[src/rtl/mem_arbiter_pkg.sv]
// -----------------------------------------------------------------------------
// mem_arbiter_pkg
//
// Purpose : Shared types and default sizes for the I/D memory-port arbiter.
//
// Contents:
//   DEFAULT_ADDR_WIDTH : default address width of every port
//   DEFAULT_DATA_WIDTH : default data width (must be a multiple of 8)
//   state_t            : arbiter FSM states (IDLE, REQ, WAIT)
//   owner_t            : owner of the outstanding transaction (OWN_I, OWN_D)
// -----------------------------------------------------------------------------
package mem_arbiter_pkg;

    localparam int DEFAULT_ADDR_WIDTH = 32;
    localparam int DEFAULT_DATA_WIDTH = 32;

    // IDLE : nothing outstanding, a new request may be picked
    // REQ  : request presented on the memory port, waiting for m_gnt
    // WAIT : request accepted by memory, waiting for m_rvalid
    typedef enum logic [1:0] {
        IDLE = 2'd0,
        REQ  = 2'd1,
        WAIT = 2'd2
    } state_t;

    typedef enum logic {
        OWN_I = 1'b0,
        OWN_D = 1'b1
    } owner_t;

endpackage : mem_arbiter_pkg

[src/rtl/mem_arbiter_if.sv]
// -----------------------------------------------------------------------------
// mem_arbiter_if
//
// Purpose : Bundles the fetch (i_*), load/store (d_*) and memory (m_*)
//           handshakes around the arbiter.
//
// Modports:
//   slave  : arbiter view. Takes requests from I and D, returns gnt/rvalid/
//            rdata to them, drives the memory request, takes memory responses.
//   master : environment view (requesters + memory), exact mirror of slave.
//
// Parameters:
//   ADDR_WIDTH : address width of every port
//   DATA_WIDTH : data width; byte enables are DATA_WIDTH/8 bits
// -----------------------------------------------------------------------------
interface mem_arbiter_if
    import mem_arbiter_pkg::*;
#(
    parameter int ADDR_WIDTH = DEFAULT_ADDR_WIDTH,
    parameter int DATA_WIDTH = DEFAULT_DATA_WIDTH
);
    localparam int BE_WIDTH = DATA_WIDTH / 8;

    // Instruction-fetch requester
    logic                  i_req;
    logic [ADDR_WIDTH-1:0] i_addr;
    logic                  i_gnt;
    logic                  i_rvalid;
    logic [DATA_WIDTH-1:0] i_rdata;

    // Load/store requester
    logic                  d_req;
    logic                  d_we;
    logic [ADDR_WIDTH-1:0] d_addr;
    logic [DATA_WIDTH-1:0] d_wdata;
    logic [BE_WIDTH-1:0]   d_be;
    logic                  d_gnt;
    logic                  d_rvalid;
    logic [DATA_WIDTH-1:0] d_rdata;

    // Shared memory port
    logic                  m_req;
    logic                  m_we;
    logic [ADDR_WIDTH-1:0] m_addr;
    logic [DATA_WIDTH-1:0] m_wdata;
    logic [BE_WIDTH-1:0]   m_be;
    logic                  m_gnt;
    logic                  m_rvalid;
    logic [DATA_WIDTH-1:0] m_rdata;

    modport slave (
        input  i_req, i_addr,
        output i_gnt, i_rvalid, i_rdata,
        input  d_req, d_we, d_addr, d_wdata, d_be,
        output d_gnt, d_rvalid, d_rdata,
        output m_req, m_we, m_addr, m_wdata, m_be,
        input  m_gnt, m_rvalid, m_rdata
    );

    modport master (
        output i_req, i_addr,
        input  i_gnt, i_rvalid, i_rdata,
        output d_req, d_we, d_addr, d_wdata, d_be,
        input  d_gnt, d_rvalid, d_rdata,
        input  m_req, m_we, m_addr, m_wdata, m_be,
        output m_gnt, m_rvalid, m_rdata
    );

endinterface : mem_arbiter_if

[src/rtl/mem_arbiter_pick.sv]
// -----------------------------------------------------------------------------
// mem_arbiter_pick
//
// Purpose : Combinational winner select between the fetch and load/store
//           requesters.
//
// Configuration macro: MEM_ARBITER_RR_EN
//   defined   : round-robin; on a tie the requester that is not i_owner (the
//               last one granted) wins.
//   undefined : fixed priority, load/store over fetch; i_owner is not used.
//
// Ports:
//   i_fetch_req : fetch request pending
//   i_data_req  : load/store request pending
//   i_owner     : owner of the most recently granted transaction
//   o_valid     : at least one request pending
//   o_winner    : selected requester (meaningful only when o_valid)
// -----------------------------------------------------------------------------
module mem_arbiter_pick
    import mem_arbiter_pkg::*;
(
    input  logic   i_fetch_req,
    input  logic   i_data_req,
    input  owner_t i_owner,
    output logic   o_valid,
    output owner_t o_winner
);

`ifdef MEM_ARBITER_RR_EN
    always_comb begin
        o_valid = i_fetch_req | i_data_req;
        if (i_fetch_req && i_data_req) begin
            // Tie: hand the port to whoever did not have it last.
            o_winner = (i_owner == OWN_D) ? OWN_I : OWN_D;
        end else begin
            o_winner = i_data_req ? OWN_D : OWN_I;
        end
    end
`else
    // Owner history does not matter for fixed priority.
    owner_t w_unused_owner;
    assign w_unused_owner = i_owner;

    always_comb begin
        o_valid  = i_fetch_req | i_data_req;
        o_winner = i_data_req ? OWN_D : OWN_I;
    end
`endif

endmodule : mem_arbiter_pick

[src/rtl/mem_arbiter.sv]
// -----------------------------------------------------------------------------
// mem_arbiter
//
// Purpose : Shares the single memory port between instruction fetch (I) and
//           load/store (D). One transaction is outstanding at a time. The
//           winner's fields are latched onto the memory port, and the memory
//           response is steered back to the owning requester while the other
//           requester's rdata is cleared. All outputs are registered.
//
// Configuration macro: MEM_ARBITER_RR_EN (round-robin instead of fixed
//   D-over-I priority; the choice lives in mem_arbiter_pick).
//
// Ports:
//   clk   : rising-edge clock
//   rst_n : asynchronous active-low reset
//   bus   : mem_arbiter_if.slave
//           i_*  fetch request/grant/response
//           d_*  load/store request/grant/response
//           m_*  memory request (held until m_gnt) and response
//
// Timing (zero-wait memory): request seen at edge N -> gnt/m_req in cycle
//   N+1; m_gnt at edge K -> m_req low in K+1; m_rvalid at edge R -> rvalid and
//   rdata in R+1 with the FSM back in IDLE.
// -----------------------------------------------------------------------------
module mem_arbiter
    import mem_arbiter_pkg::*;
#(
    parameter int ADDR_WIDTH = DEFAULT_ADDR_WIDTH,
    parameter int DATA_WIDTH = DEFAULT_DATA_WIDTH
) (
    input  logic         clk,
    input  logic         rst_n,
    mem_arbiter_if.slave bus
);

    localparam int BE_WIDTH = DATA_WIDTH / 8;

    // FSM and ownership
    state_t                r_state,    w_state_nxt;
    owner_t                r_owner,    w_owner_nxt;

    // Memory-port request registers
    logic                  r_m_req,    w_m_req_nxt;
    logic                  r_m_we,     w_m_we_nxt;
    logic [ADDR_WIDTH-1:0] r_m_addr,   w_m_addr_nxt;
    logic [DATA_WIDTH-1:0] r_m_wdata,  w_m_wdata_nxt;
    logic [BE_WIDTH-1:0]   r_m_be,     w_m_be_nxt;

    // Requester-side outputs
    logic                  r_i_gnt,    w_i_gnt_nxt;
    logic                  r_d_gnt,    w_d_gnt_nxt;
    logic                  r_i_rvalid, w_i_rvalid_nxt;
    logic                  r_d_rvalid, w_d_rvalid_nxt;
    logic [DATA_WIDTH-1:0] r_i_rdata,  w_i_rdata_nxt;
    logic [DATA_WIDTH-1:0] r_d_rdata,  w_d_rdata_nxt;

    logic                  w_pick_valid;
    owner_t                w_pick_owner;
    logic                  w_respond;
    logic [DATA_WIDTH-1:0] w_resp_data;

    mem_arbiter_pick u_pick (
        .i_fetch_req (bus.i_req),
        .i_data_req  (bus.d_req),
        .i_owner     (r_owner),
        .o_valid     (w_pick_valid),
        .o_winner    (w_pick_owner)
    );

    // A write is acknowledged with zero data, whatever memory puts on m_rdata.
    assign w_resp_data = r_m_we ? '0 : bus.m_rdata;

    always_comb begin
        // NOTE: every signal written here gets a default first; any path that
        // skipped an assignment would otherwise infer a latch.
        w_state_nxt    = r_state;
        w_owner_nxt    = r_owner;
        w_m_req_nxt    = r_m_req;
        w_m_we_nxt     = r_m_we;
        w_m_addr_nxt   = r_m_addr;
        w_m_wdata_nxt  = r_m_wdata;
        w_m_be_nxt     = r_m_be;
        w_i_gnt_nxt    = 1'b0;
        w_d_gnt_nxt    = 1'b0;
        w_i_rvalid_nxt = 1'b0;
        w_d_rvalid_nxt = 1'b0;
        w_i_rdata_nxt  = r_i_rdata;
        w_d_rdata_nxt  = r_d_rdata;
        w_respond      = 1'b0;

        case (r_state)
            IDLE: begin
                // m_rvalid is deliberately ignored here: nothing is outstanding.
                if (w_pick_valid) begin
                    w_owner_nxt = w_pick_owner;
                    w_m_req_nxt = 1'b1;
                    w_state_nxt = REQ;
                    if (w_pick_owner == OWN_D) begin
                        w_d_gnt_nxt   = 1'b1;
                        w_m_we_nxt    = bus.d_we;
                        w_m_addr_nxt  = bus.d_addr;
                        w_m_wdata_nxt = bus.d_wdata;
                        w_m_be_nxt    = bus.d_be;
                    end else begin
                        // Fetches are always full-width reads.
                        w_i_gnt_nxt   = 1'b1;
                        w_m_we_nxt    = 1'b0;
                        w_m_addr_nxt  = bus.i_addr;
                        w_m_wdata_nxt = '0;
                        w_m_be_nxt    = '1;
                    end
                end
            end

            REQ: begin
                // A response can only belong to this request once it is accepted.
                if (bus.m_gnt) begin
                    w_m_req_nxt = 1'b0;
                    if (bus.m_rvalid) begin
                        w_respond   = 1'b1;
                        w_state_nxt = IDLE;
                    end else begin
                        w_state_nxt = WAIT;
                    end
                end
            end

            WAIT: begin
                if (bus.m_rvalid) begin
                    w_respond   = 1'b1;
                    w_state_nxt = IDLE;
                end
            end

            default: begin
                w_state_nxt = IDLE;
            end
        endcase

        if (w_respond) begin
            if (r_owner == OWN_D) begin
                w_d_rvalid_nxt = 1'b1;
                w_d_rdata_nxt  = w_resp_data;
                w_i_rdata_nxt  = '0;
            end else begin
                w_i_rvalid_nxt = 1'b1;
                w_i_rdata_nxt  = w_resp_data;
                w_d_rdata_nxt  = '0;
            end
        end
    end

    // NOTE: the datapath registers are reset along with the control state
    // because every output must read zero while rst_n is low.
    always_ff @(posedge clk or negedge rst_n) begin
        if (!rst_n) begin
            r_state    <= IDLE;
            r_owner    <= OWN_D;
            r_m_req    <= 1'b0;
            r_m_we     <= 1'b0;
            r_m_addr   <= '0;
            r_m_wdata  <= '0;
            r_m_be     <= '0;
            r_i_gnt    <= 1'b0;
            r_d_gnt    <= 1'b0;
            r_i_rvalid <= 1'b0;
            r_d_rvalid <= 1'b0;
            r_i_rdata  <= '0;
            r_d_rdata  <= '0;
        end else begin
            // NOTE: non-blocking so every register samples the pre-edge values.
            r_state    <= w_state_nxt;
            r_owner    <= w_owner_nxt;
            r_m_req    <= w_m_req_nxt;
            r_m_we     <= w_m_we_nxt;
            r_m_addr   <= w_m_addr_nxt;
            r_m_wdata  <= w_m_wdata_nxt;
            r_m_be     <= w_m_be_nxt;
            r_i_gnt    <= w_i_gnt_nxt;
            r_d_gnt    <= w_d_gnt_nxt;
            r_i_rvalid <= w_i_rvalid_nxt;
            r_d_rvalid <= w_d_rvalid_nxt;
            r_i_rdata  <= w_i_rdata_nxt;
            r_d_rdata  <= w_d_rdata_nxt;
        end
    end

    assign bus.m_req    = r_m_req;
    assign bus.m_we     = r_m_we;
    assign bus.m_addr   = r_m_addr;
    assign bus.m_wdata  = r_m_wdata;
    assign bus.m_be     = r_m_be;
    assign bus.i_gnt    = r_i_gnt;
    assign bus.d_gnt    = r_d_gnt;
    assign bus.i_rvalid = r_i_rvalid;
    assign bus.d_rvalid = r_d_rvalid;
    assign bus.i_rdata  = r_i_rdata;
    assign bus.d_rdata  = r_d_rdata;

endmodule : mem_arbiter

[src/flat_wrapper.sv]
// flat-port wrapper written by rule: the top's interface ports become plain ports
module mem_arbiter_flat import mem_arbiter_pkg::*;
#(
    parameter int ADDR_WIDTH = DEFAULT_ADDR_WIDTH,
    parameter int DATA_WIDTH = DEFAULT_DATA_WIDTH
)
  (clk, rst_n, bus_i_req, bus_i_addr, bus_i_gnt, bus_i_rvalid, bus_i_rdata, bus_d_req, bus_d_we, bus_d_addr, bus_d_wdata, bus_d_be, bus_d_gnt, bus_d_rvalid, bus_d_rdata, bus_m_req, bus_m_we, bus_m_addr, bus_m_wdata, bus_m_be, bus_m_gnt, bus_m_rvalid, bus_m_rdata);
  mem_arbiter_if #(.ADDR_WIDTH(ADDR_WIDTH), .DATA_WIDTH(DATA_WIDTH)) bus_i ();
  input  logic clk;
  input  logic rst_n;
  input wire logic [$bits(bus_i.i_req)-1:0] bus_i_req;
  input wire logic [$bits(bus_i.i_addr)-1:0] bus_i_addr;
  output wire logic [$bits(bus_i.i_gnt)-1:0] bus_i_gnt;
  output wire logic [$bits(bus_i.i_rvalid)-1:0] bus_i_rvalid;
  output wire logic [$bits(bus_i.i_rdata)-1:0] bus_i_rdata;
  input wire logic [$bits(bus_i.d_req)-1:0] bus_d_req;
  input wire logic [$bits(bus_i.d_we)-1:0] bus_d_we;
  input wire logic [$bits(bus_i.d_addr)-1:0] bus_d_addr;
  input wire logic [$bits(bus_i.d_wdata)-1:0] bus_d_wdata;
  input wire logic [$bits(bus_i.d_be)-1:0] bus_d_be;
  output wire logic [$bits(bus_i.d_gnt)-1:0] bus_d_gnt;
  output wire logic [$bits(bus_i.d_rvalid)-1:0] bus_d_rvalid;
  output wire logic [$bits(bus_i.d_rdata)-1:0] bus_d_rdata;
  output wire logic [$bits(bus_i.m_req)-1:0] bus_m_req;
  output wire logic [$bits(bus_i.m_we)-1:0] bus_m_we;
  output wire logic [$bits(bus_i.m_addr)-1:0] bus_m_addr;
  output wire logic [$bits(bus_i.m_wdata)-1:0] bus_m_wdata;
  output wire logic [$bits(bus_i.m_be)-1:0] bus_m_be;
  input wire logic [$bits(bus_i.m_gnt)-1:0] bus_m_gnt;
  input wire logic [$bits(bus_i.m_rvalid)-1:0] bus_m_rvalid;
  input wire logic [$bits(bus_i.m_rdata)-1:0] bus_m_rdata;
  assign bus_i.i_req = bus_i_req;
  assign bus_i.i_addr = bus_i_addr;
  assign bus_i_gnt = bus_i.i_gnt;
  assign bus_i_rvalid = bus_i.i_rvalid;
  assign bus_i_rdata = bus_i.i_rdata;
  assign bus_i.d_req = bus_d_req;
  assign bus_i.d_we = bus_d_we;
  assign bus_i.d_addr = bus_d_addr;
  assign bus_i.d_wdata = bus_d_wdata;
  assign bus_i.d_be = bus_d_be;
  assign bus_d_gnt = bus_i.d_gnt;
  assign bus_d_rvalid = bus_i.d_rvalid;
  assign bus_d_rdata = bus_i.d_rdata;
  assign bus_m_req = bus_i.m_req;
  assign bus_m_we = bus_i.m_we;
  assign bus_m_addr = bus_i.m_addr;
  assign bus_m_wdata = bus_i.m_wdata;
  assign bus_m_be = bus_i.m_be;
  assign bus_i.m_gnt = bus_m_gnt;
  assign bus_i.m_rvalid = bus_m_rvalid;
  assign bus_i.m_rdata = bus_m_rdata;
  mem_arbiter #(.ADDR_WIDTH(ADDR_WIDTH), .DATA_WIDTH(DATA_WIDTH)) u_core (.clk(clk), .rst_n(rst_n), .bus(bus_i));
endmodule
[config.mk]
export PLATFORM = sky130hd
export DESIGN_NAME = mem_arbiter_flat
export DESIGN_NICKNAME = d
export VERILOG_FILES = /design/src/rtl/mem_arbiter_pkg.sv /design/src/rtl/mem_arbiter_if.sv /design/src/rtl/mem_arbiter_pick.sv /design/src/rtl/mem_arbiter.sv /design/src/flat_wrapper.sv
export SDC_FILE = /design/constraint.sdc
export NUM_CORES = 1
export LEC_CHECK = 0
export BUFFER_PORTS_ARGS = -buffer_cell sky130_fd_sc_hd__buf_2
export CAP_MARGIN = 20
export CORE_MARGIN = 2
export CORE_UTILIZATION = 35
export CTS_BUF_LIST = sky130_fd_sc_hd__clkbuf_16
export CTS_CLUSTER_DIAMETER = 120
export DETAILED_ROUTE_END_ITERATION = 12
export GPL_TIMING_DRIVEN = 0
export PLACE_DENSITY = 0.68
export SLEW_MARGIN = 15
export SYNTH_ARGS = -nofsm -noshare
export SYNTH_HDL_FRONTEND = slang
export SYNTH_HIERARCHICAL = 1
export SYNTH_SLANG_ARGS = --single-unit
[constraint.sdc]
create_clock -name clk -period 2.8 [get_ports clk]
set_input_delay 0.42 -clock clk [delete_from_list [all_inputs] [get_ports clk]]
set_output_delay 0.42 -clock clk [all_outputs]
set_load 0.05 [all_outputs]
==> summary.md <==
| Metric | Value |
|---|---|
| Boundary Pins | `277` |
| Mapped Avg Cell Area | `~9.7 sq um` |
| Finish-stage setup viols | `0` |
| First-pass GRT wire length | `30600 um` |
| Post-route ant nets | `0` |
| Routing usage on met1 | `between 20% and 30%` |
| Worst-Margin Slew | `583 ps` |
| Setup WS pre-CTS | `756 ps` |
| Post-synth EDFFs | `0` |
| Gpl congestion | `just over 0.8` |
| Req. time, crit path | `3070 ps` |
| Slew HR | `roughly 61%` |
| Fmax | `0.495 GHz` |
| Setup_tns | `0 ps` |
| Crit share post-route | `72.1%` |
| # resized after CTS | `0` |
| Placed cell count | `1130` |
| WL final | `20100 um` |
| Main synth FF type | `dfrtp_1` |
| Grt peak-use layer | `met2` |
| Hold Crit Start | `bus_d_wdata[22]` |
| Root buffer selected by CTS | `clkbuf_16` |
| Initial Util | `35.5%` |
| Clock skew | `11.8 ps` |
| Crit Reg-Reg Endpoint | `u_core/bus.d_rdata[29]` |
| Tmin final | `2020 ps` |
| DR WL/cell | `17.3 um` |
| Clock Tree Buf Depth | `2` |
| GR Util met3 | `between 5 and 6%` |
| Crit path max fanout | `10` |
| Register area share after synthesis | `57.9%` |
| Clock Latency Late Sink | `420 ps` |
| Number of global-route vias before repair | `between 5000 and 6000` |
| Layout Nets | `1068` |
| Die area | `~18000 sq um` |
| Htree depth | `4` |
| Leak | `0.00448 uW` |
| Worst setup EP type | `flop` |
| CORE AREA | `17200 sq um` |
| Synth warn | `6` |
| Peak VDD IR | `0.922 mV` |
| Chip height | `136 um` |
| Async set-reset flop share out of synthesis | `100%` |
| R2R cell count | `6` |
| CTS sink cnt | `141` |
| Routed vias | `a little under 6000` |
| CTS tree | `built` |
| End of the worst hold path | `u_core/bus.m_wdata[22]` |
| Internal reg-to-reg setup slack | `780 ps` |
| Final Non-Filler Cells | `1163` |
| Post-DP HPWL | `15100 um` |
| Cell taking the most area after synthesis | `dfrtp_1` |
| Share of the synthesized area in the top cell type | `between 50% and 60%` |
| Max-slew violations | `0` |
| Antenna fix cells | `0` |
| # fillers | `1661` |
| Critical path startpoint category | `flop` |
| Layout overhead on the synthesized area | `38.3%` |
| Port buffer count | `276` |
| Cell Area, Synth | `6090 sq um` |
| Via density per instance | `5.05` |
| Drt first pass iters | `5` |
| Post-Syn Instances | `about 630` |
| Commonest non-fill, non-tap cells in the layout | `302 x buf_2, 166 x nand2_1, 140 x dfrtp_1, 97 x o21ai_0, 64 x o31ai_1` |
| Die width | `136 um` |
| 1st-iter DRT viols | `417` |
| GRT Total Usage | `21.8%` |
| Critical path class | `flop to flop` |
| Final instance area | `8430 sq um` |
| Row Count | `48` |
| RSZ-0062 raised after global routing | `no` |
| Drt drc | `0` |
| Distinct cells, synth | `28` |
| Max-cap violations | `0` |
| Initial antenna violation count | `3` |
| Finished Core Util | `roughly half` |
| Hold Crit Class | `input port to flop` |
| CP arrival | `2290 ps` |
| Syn Nets | `771` |
| Worst r2r src | `u_core/r_state[1]` |
| GR Overflow Total | `0` |
| Layout cells sized above 1 | `~36%` |
| Seq cells post-synth | `around 140` |
| Commonest non-fill, non-tap cell in the layout | `buf_2` |
| Hold Path Stages | `3` |
| Final Hold Vio Count | `0` |
| Clk pin slew, worst setup/hold paths | `70 ps` |
| CTS Buf Count | `17` |
| Area post-placement | `7790 sq um` |
| Pwr/cell area | `1480 nW/um^2` |
| Area contributors post-synth | `dfrtp_1 57%, nand2_1 10%, o21ai_0 8.0%` |
| Fin worst setup slack | `782 ps` |
| Largest net degree at the start of global routing | `84` |
| Status | `complete, no violations` |
| Met2 usage | `37.2%` |
-- cells by family after synthesis --
kind of cell,share of synthesized area (%)
AOI/OAI and AO/OA,16.8
muxes,5.60
and+or+nand+nor,14.0
adders and majority gates,0.821
DFF,57.9
buffers and inverters,4.87
-- cell usage after synthesis, types with 3 or more instances --
master and number:
inv_1 8, clkbuf_2 3, nor2_1 6, nand3_1 33, nand2_1 166, buf_2 27, o31ai_1 64, ha_1 4
dfrtp_1 140, clkbuf_1 28, o21ai_0 97, mux2i_1 33, a31oi_1 4
-- sequential cells by signal, indices dropped and copies added, names as in the netlist --
register             cells
u_core/bus.d_gnt         1
u_core/bus.d_rdata      32
u_core/bus.d_rvalid      1
u_core/bus.i_gnt         1
u_core/bus.i_rdata      32
u_core/bus.i_rvalid      1
u_core/bus.m_addr       32
u_core/bus.m_be          4
u_core/bus.m_req         1
u_core/bus.m_wdata      32
u_core/bus.m_we          1
u_core/r_owner           1
u_core/r_state           2
-- critical path, stage by stage (launching register included) --
cell and delay (ps):
dfrtp_1 380, inv_1 120, ha_1 250, nand2_1 220, buf_2 270, clkbuf_1 470
o31ai_1 170
-- power by group --
| part | internal, uW | total, uW | switching [uW] |
|---|---|---|---|
| sequential | 2900 | 3340 | 450 |
| clock | 1440 | 2410 | 968 |
| combinational | 1400 | 6690 | 5280 |
-- worst max path at each step --
stage                 startpoint                     end  slack (ps)  cells after the start
6_report       u_core/r_state[1]  u_core/bus.d_rdata[29]         780                      6
3_5_place_dp           bus_d_req   u_core/bus.m_addr[30]         760                      6
5_1_grt        u_core/r_state[1]  u_core/bus.i_rdata[28]         610                      7
3_3_place_gp               rst_n    u_core/bus.m_addr[8]        -790                      1
4_1_cts        u_core/r_state[1]  u_core/bus.d_rdata[29]         800                      6
2_1_floorplan  u_core/r_state[0]       u_core/r_state[0]        1270                      4
-- metrics by stage --
stage	power (uW)	hold slack [ps]
finish	12400	227
global route	13100	215
CTS	12500	206
detailed placement	10100	375
global placement	10000	447
floorplan	8140	124
-- repair_timing --
| item | CTS | global route |
|---|---|---|
| endpoints found under the hold margin | 58 | 0 |
| buffers inserted | 0 | 0 |
| hold buffers | 1 | 0 |
-- routing by layer --
layer,part of all wire (%),routed length (um)
met4,2.7,538
met5,0.19,38
met2,50,10000
met3,7.8,1570
met1,39,7890
-- layout make-up --
type                    count  area, sq um  area share, %
flip-flops and latches    141         3530           41.9
multi-input cells         419         2270           26.9
repair buffers            278         1430           16.9
clock buffers              17          425           5.05
well taps                 225          282           3.34
plain buffers              59          263           3.12
clock inverters            15          200           2.37
inverters                   9         33.8          0.401
Power figures use the tool's default switching activity.
